===== config.mk =====
export PLATFORM = sky130hd
export DESIGN_NAME = data_mem_ctr
export DESIGN_NICKNAME = d
export VERILOG_FILES = /design/src/rtl/data_mem_ctr.sv
export SDC_FILE = /design/constraint.sdc
export NUM_CORES = 2
export LEC_CHECK = 0
export ABC_AREA = 1
export ABC_CLOCK_PERIOD_IN_PS = 5400
export BUFFER_PORTS_ARGS = -buffer_cell sky130_fd_sc_hd__buf_2
export CORE_AREA = 5 5 563 565
export CTS_BUF_LIST = sky130_fd_sc_hd__clkbuf_16
export DETAILED_ROUTE_END_ITERATION = 6
export DIE_AREA = 0 0 568 570
export PLACE_DENSITY = 0.48
export SLEW_MARGIN = 40
export SYNTH_ARGS = -nofsm -noshare
export SYNTH_HDL_FRONTEND = slang
export SYNTH_SLANG_ARGS = --single-unit

===== constraint.sdc =====
create_clock -name clk -period 5.4 [get_ports clk]
set_input_delay 0.54 -clock clk [delete_from_list [all_inputs] [get_ports clk]]
set_output_delay 0.54 -clock clk [all_outputs]
set_load 0.01 [all_outputs]

===== src/rtl/data_mem_ctr.sv =====
// Multi-cycle data memory controller: one access at a time, WAIT_CYCLES in ACCESS plus a one-cycle DONE.
// memBusy is Mealy in IDLE so the requesting instruction stalls from its first cycle.
module data_mem_ctr #(
    parameter int WAIT_CYCLES = 2,
    parameter int ADDR_BITS   = 6
) (
    input  logic        clk,
    input  logic        rst_n,
    input  logic        memRead,
    input  logic        memWrite,
    input  logic [31:0] address,
    input  logic [31:0] writeData,
    output logic [31:0] readData,
    output logic        memBusy,
    output logic        memDone,
    output logic        memError
);
    typedef enum logic [1:0] {IDLE, ACCESS, DONE} state_t;

    state_t               state, stateNext;
    logic [3:0]           waitCnt, waitCntNext;
    logic                 opWrite;
    logic [ADDR_BITS-1:0] idx;
    logic [31:0]          dataLatch;
    logic [31:0]          mem [2**ADDR_BITS];

    logic oneReq, aligned, validReq, badReq, accept, finish;
    logic unusedAddrBits;

    assign oneReq         = memRead ^ memWrite;
    assign aligned        = (address[1:0] == 2'b00);
    assign validReq       = oneReq && aligned;
    assign badReq         = (memRead && memWrite) || (oneReq && !aligned);
    assign unusedAddrBits = ^address[31:ADDR_BITS+2];

    always_comb begin
        stateNext   = state;
        waitCntNext = waitCnt;
        accept      = 1'b0;
        finish      = 1'b0;
        memBusy     = 1'b0;
        case (state)
            IDLE: begin
                memBusy = validReq;
                if (validReq) begin
                    accept      = 1'b1;
                    stateNext   = ACCESS;
                    waitCntNext = 4'(WAIT_CYCLES - 1);
                end
            end
            ACCESS: begin
                memBusy = 1'b1;
                if (waitCnt == 4'd0) begin
                    finish    = 1'b1;
                    stateNext = DONE;
                end else begin
                    waitCntNext = waitCnt - 4'd1;
                end
            end
            DONE:    stateNext = IDLE;
            default: stateNext = IDLE;
        endcase
        // Keep the stall low while reset is held, even if a request is present.
        if (!rst_n) memBusy = 1'b0;
    end

    always_ff @(posedge clk or negedge rst_n) begin
        if (!rst_n) begin
            state     <= IDLE;
            waitCnt   <= 4'd0;
            readData  <= 32'd0;
            memDone   <= 1'b0;
            memError  <= 1'b0;
            opWrite   <= 1'b0;
            idx       <= '0;
            dataLatch <= 32'd0;
        end else begin
            state    <= stateNext;
            waitCnt  <= waitCntNext;
            memDone  <= finish;
            memError <= (state == IDLE) && badReq;
            if (accept) begin
                opWrite   <= memWrite;
                idx       <= address[ADDR_BITS+1:2];
                dataLatch <= writeData;
            end
            if (finish && !opWrite) readData <= mem[idx];
        end
    end

    // Storage is never reset; finish is low while reset holds state in IDLE, so an aborted write never commits.
    always_ff @(posedge clk) begin
        if (finish && opWrite) mem[idx] <= dataLatch;
    end
endmodule


* Word-level counts from Yosys, hierarchy flattened
Memories as Yosys holds them, arrays and structs flattened. A register that Yosys moved wholly into a read port is not among the register bits.
Cells that the tools add are included.
** Cells by class
- $add $sub $neg :: 1
- $mul :: 0
- Divide/modulo/power cells :: 0
- Magnitude comparators :: 0
- Eq/ne operators :: 4
- Shift operators :: 0
- Multiplexer cells :: 14
- Bitwise logic cells :: 1
- Reduce and logical (&&, ||, !) cells :: 16
** Operator list (number)
- 4-bit two-way mux :: 2
- 4-bit one-hot mux with 2 select lines :: 1
- 1-bit two-way mux :: 7
- 1-bit logical AND :: 6
- 2-bit != test, second input constant :: 3
- 2-bit logical NOT :: 2
- 4-bit logical NOT :: 1
- 2-bit two-way mux :: 2
- 2-bit one-hot mux with 2 select lines :: 1
- 4-bit by 1-bit subtractor with 4-bit output, second input constant :: 1
- 1-bit logical NOT :: 3
- 3-bit AND reduction :: 1
- 2-bit by 1-bit == test with 1-bit output, second input constant :: 1
- 1-bit one-hot mux with 2 select lines :: 1
- 2-bit AND reduction :: 1
- 2-bit nonzero test :: 1
- 1-bit logical OR :: 1
- 1-bit XOR :: 1
** Storage, ports and cells
- Register bits after elaboration :: 47
- Bits in latches :: 0
- Memory bits (writable) :: 2048
- Bits in read-only memories :: 0
- Memories kept :: 1
** Memory list
- mem :: depth 64, bits a word 32, read ports 1, clocked after memory_dff 1, wr ports 1, RTL line 25 : logic [31:0] mem [2**ADDR_BITS];

* Logic depth before layout (Yosys ltp)
- Depth after elaboration :: 6
- Gate-level depth with buffers :: 14
- Depth with buffers taken out :: 10

* Worst setup path after synthesis
No wires, ideal clock.
- Kind :: register to register
- Start point :: reg idx[0]
- End point :: mem mem[17][0] (enable)
- Arrival time :: 2739 ps
- Path slack :: 2240 ps
- Stages on the path, launching flop included :: 9
- Buffers on the path :: 4
- Clock period less this slack :: 3160 ps
- Path through :: dfrtp_1 > buf_6 > inv_4 > buf_6 > buf_4 > clkbuf_1 > nor2_1 > nand2_1 > nor2_1
** RTL lines
- start: declaration :: RTL line 23 : logic [ADDR_BITS-1:0] idx;
- start signal: assignment :: RTL line 84 : idx <= address[ADDR_BITS+1:2];
- end: declaration :: RTL line 25
Straight into the memory's write port.

==> impl_metrics.py <==
metrics = {
    "outcome": {
        "outcome": "finished, violations left",
        "violations": "DRC",
    },
    "logic_synthesis": {
        "synth-xor-area-share_pct": 0,
        "synth_area_leaders": "edfxtp_1 (68%), nand2_1 (9.6%), inv_1 (7.0%)",
        "synth_top_area_share_pct": 68.4,
        "yosysSeqAreaShare_pct": 70.6,
        "syn_inst": 8368,
        "synth_top_family_by_area": "simple AND/OR/NAND/NOR gates",
        "synth_fa_ha_area_share_pct": 0.0278,
        "synth-simple-area-share_pct": 16.9,
        "muxShareOfSynthArea_pct": 0.401,
        "synth-compound-area-share_pct": 3.07,
        "syn_area_sq_um": 89900,
        "yosys_warnings": 0,
        "ys_seq_elements": 2127,
        "yosys.area.top_type": "edfxtp_1",
        "syn_area_per_cell_sq_um": 10.7,
        "synth_nets": 8438,
        "synth.distinct_cells": 28,
    },
    "global_route": {
        "gr-usage-all-layers_pct": 15.6,
        "grt_start_max_net_pins": 177,
        "grt_overflow_total": 0,
        "grt_antenna_before_repair": 9,
        "grt_pass1_wl_mm": 374,
        "grt_pass1_vias": 54135,
    },
    "cts": {
        "clock-sinks": 2127,
        "holdBufCountCts": 45,
        "post_cts_buffers": 0,
        "cts-resized-gates": 0,
        "cts.htree.levels": 4,
        "clk_pin_slew_ns": 0.06,
        "root_buffer": "clkbuf_16",
        "numCtsBuffers": 223,
        "cts_tree": "built",
        "clkLatencyLatePin_ns": 0.85,
        "clock_path_buffers": 3,
    },
    "detailed_routing": {
        "route.antenna.remaining_nets": 0,
        "vias_per_cell": 4.43,
        "drtIter0Drc": 5019,
        "vias": 56962,
        "finalWirelength_mm": 259,
        "drc": 2,
        "routedWlPerCell_microns": 20.1,
        "first_pass_iters": 7,
    },
    "pwr": {
        "vdd_ir_drop_max_v": 0.000744,
        "p_leak_uw": 0.0433,
        "power.density_nw_per_um2": 507,
    },
    "timing": {
        "slew_viol_final": 0,
        "finalCriticalPeriod_ns": 4.31,
        "worst_clock_skew_ns": 0.0319,
        "hold_viol": 0,
        "setup_ws_ns": 1.09,
        "maxSlewHeadroom_pct": 35.8,
        "rsz0062_at_grt": "no",
        "timing.hold.ws_ns": 0.376,
        "max_clock_freq_ghz": 0.232,
        "worstMarginPinSlew_ns": 0.963,
        "fin_tns_setup_ns": 0,
        "setup_viol": 0,
        "finalCritPeriodShare_pct": 79.9,
    },
    "floorplanning": {
        "die_w_microns": 568,
        "fp-row-count": 205,
        "die_h_microns": 570,
        "initial_utilization_pct": 28.9,
        "core_region_area_sq_um": 311000,
        "die_area_sq_um": 324000,
        "ioPinCount": 103,
    },
    "placement": {
        "gp_congestion": 0.773,
        "dpl.hpwl_mm": 143,
        "io_buffers": 78,
        "pre_cts_ws_ns": 1.14,
    },
    "job": {
        "cap_violations": 0,
    },
    "layout": {
        "syn_to_final_growth_pct": 15.0,
        "drive_gt1_share_pct": 8.92,
        "nets": 8597,
    },
    "setup_path": {
        "critical_path_required_ns": 6.12,
        "cpMostUsedCell": "nand2_1",
        "slowest_stage": "nor2_1",
        "worst-path-max-fanout": 120,
        "arrival_ns": 5.04,
        "startpoint_type": "register",
        "crit_path_end_kind": "register",
        "cp_cell_sequence": "inv_16 > buf_16 > nand2_1 > nand3_1 > nand2_1 > o21ai_0 > nand2_1 > nor2_1 > nand3_1 > nand2_1 > inv_1",
        "slowest_delay_ns": 0.78,
        "setup.worst_path.class": "reg2reg",
    },
    "worst_hold_path": {
        "hp-class": "in2reg",
    },
}
[synthesized netlist by cell type]
master	number
inv_2	3
or2_0	4
or2_2	93
nor3_2	1
nor3_1	7
buf_1	17
a21boi_0	1
buf_2	232
ha_1	2
nor2_2	3
or2_1	11
o21ai_1	162
inv_4	1
nor2_1	500
o21ai_0	100
clkinv_1	3
a21oi_1	12
buf_6	4
o211ai_1	184
mux2_2	32
nand2_1	2303
inv_1	1667
clkbuf_1	82
nand4_1	5
buf_4	39
edfxtp_1	2048
nand3_1	773
dfrtp_1	79
[cell type report]
cell class / count / area (sq um)
inverters: 1674 / 6310
diodes: 8 / 20.0
well taps: 4140 / 5180
clock inverters: 173 / 855
repair buffers: 308 / 2890
flip-flops and latches: 2127 / 63500
fillers: 31041 / 207000
clock buffers: 229 / 5730
multi-input cells: 4193 / 18900
[metrics by stage]
step	instances	total power [uW]	util [%]	area [sq um]
floorplan	8368	31200	-	89900
global placement	12381	38600	30.8	95800
detailed placement	12393	38900	30.9	96200
CTS	12840	53000	33.2	103000
global route	12845	55100	33.3	103000
finish	12852	52400	33.3	103000
[placed cells by master (no fill, tap or decap), drive strengths merged]
master / count
ha: 2
dfrtp: 79
clkbuf: 229
mux2: 32
or2: 108
o21ai: 262
nand4: 5
bufinv: 5
clkinvlp: 1
clkinv: 95
nand3: 773
dlygate4sd3: 45
nand2: 2303
diode: 8
nor2: 503
inv: 1746
nor3: 8
edfxtp: 2048
a21oi: 12
o211ai: 184
buf: 263
a21boi: 1
[power breakdown]
part	switching (uW)	internal [uW]	leakage, uW
clock	6250	7800	0.00350
combinational	13300	3800	0.0204
sequential	485	20900	0.0194
[worst max-delay path: cells and delay by family (launching register included)]
kind	cells	cell delay (ns)
and+or+nand+nor	7	1.75
buffers and inverters	3	0.90
AOI/OAI and AO/OA	1	0.51
DFF	1	0.77
[final timing paths]
| check | start | endpoint | slack, ns | cells past startpoint |
|---|---|---|---|---|
| hold / removal | address[1] | idx[2] | 0.38 | 4 |
| min in group asynchronous | rst_n | waitCnt[0] | 0.59 | 3 |
| max in group asynchronous | rst_n | dataLatch[30] | 3.79 | 4 |
| setup / recovery | idx[0] | readData[5] | 1.09 | 11 |
| setup reg to reg | idx[0] | readData[5] | 1.09 | 11 |
| hold reg to reg | waitCnt[0] | waitCnt[0] | 0.50 | 1 |
[cells by family (layout without fill, tap and decap cells)]
kind of cell,count (synthesis),after routing
muxes,32,32
AOI/OAI and AO/OA,459,459
buffers and inverters,2048,2384
and+or+nand+nor,3700,3700
other,0,8
DFF,2127,2127
adders and majority gates,2,2
[flip-flops by register name (all words and copies together), names as in the netlist]
register   cells
readData      32
memDone        1
mem         2048
waitCnt        4
opWrite        1
idx            6
memError       1
dataLatch     32
state          2
[metal layers]
| layer | vias up | GRT usage, % | wire, microns |
|---|---|---|---|
| li1 | 27232 | - | - |
| met1 | 28001 | 21.6 | 117000 |
| met2 | 1422 | 25.7 | 121000 |
| met3 | 307 | 1.86 | 13100 |
| met4 | 0 | 4.95 | 7880 |
| met5 | - | 0 | 0 |
(Power assumes the default switching activity.)
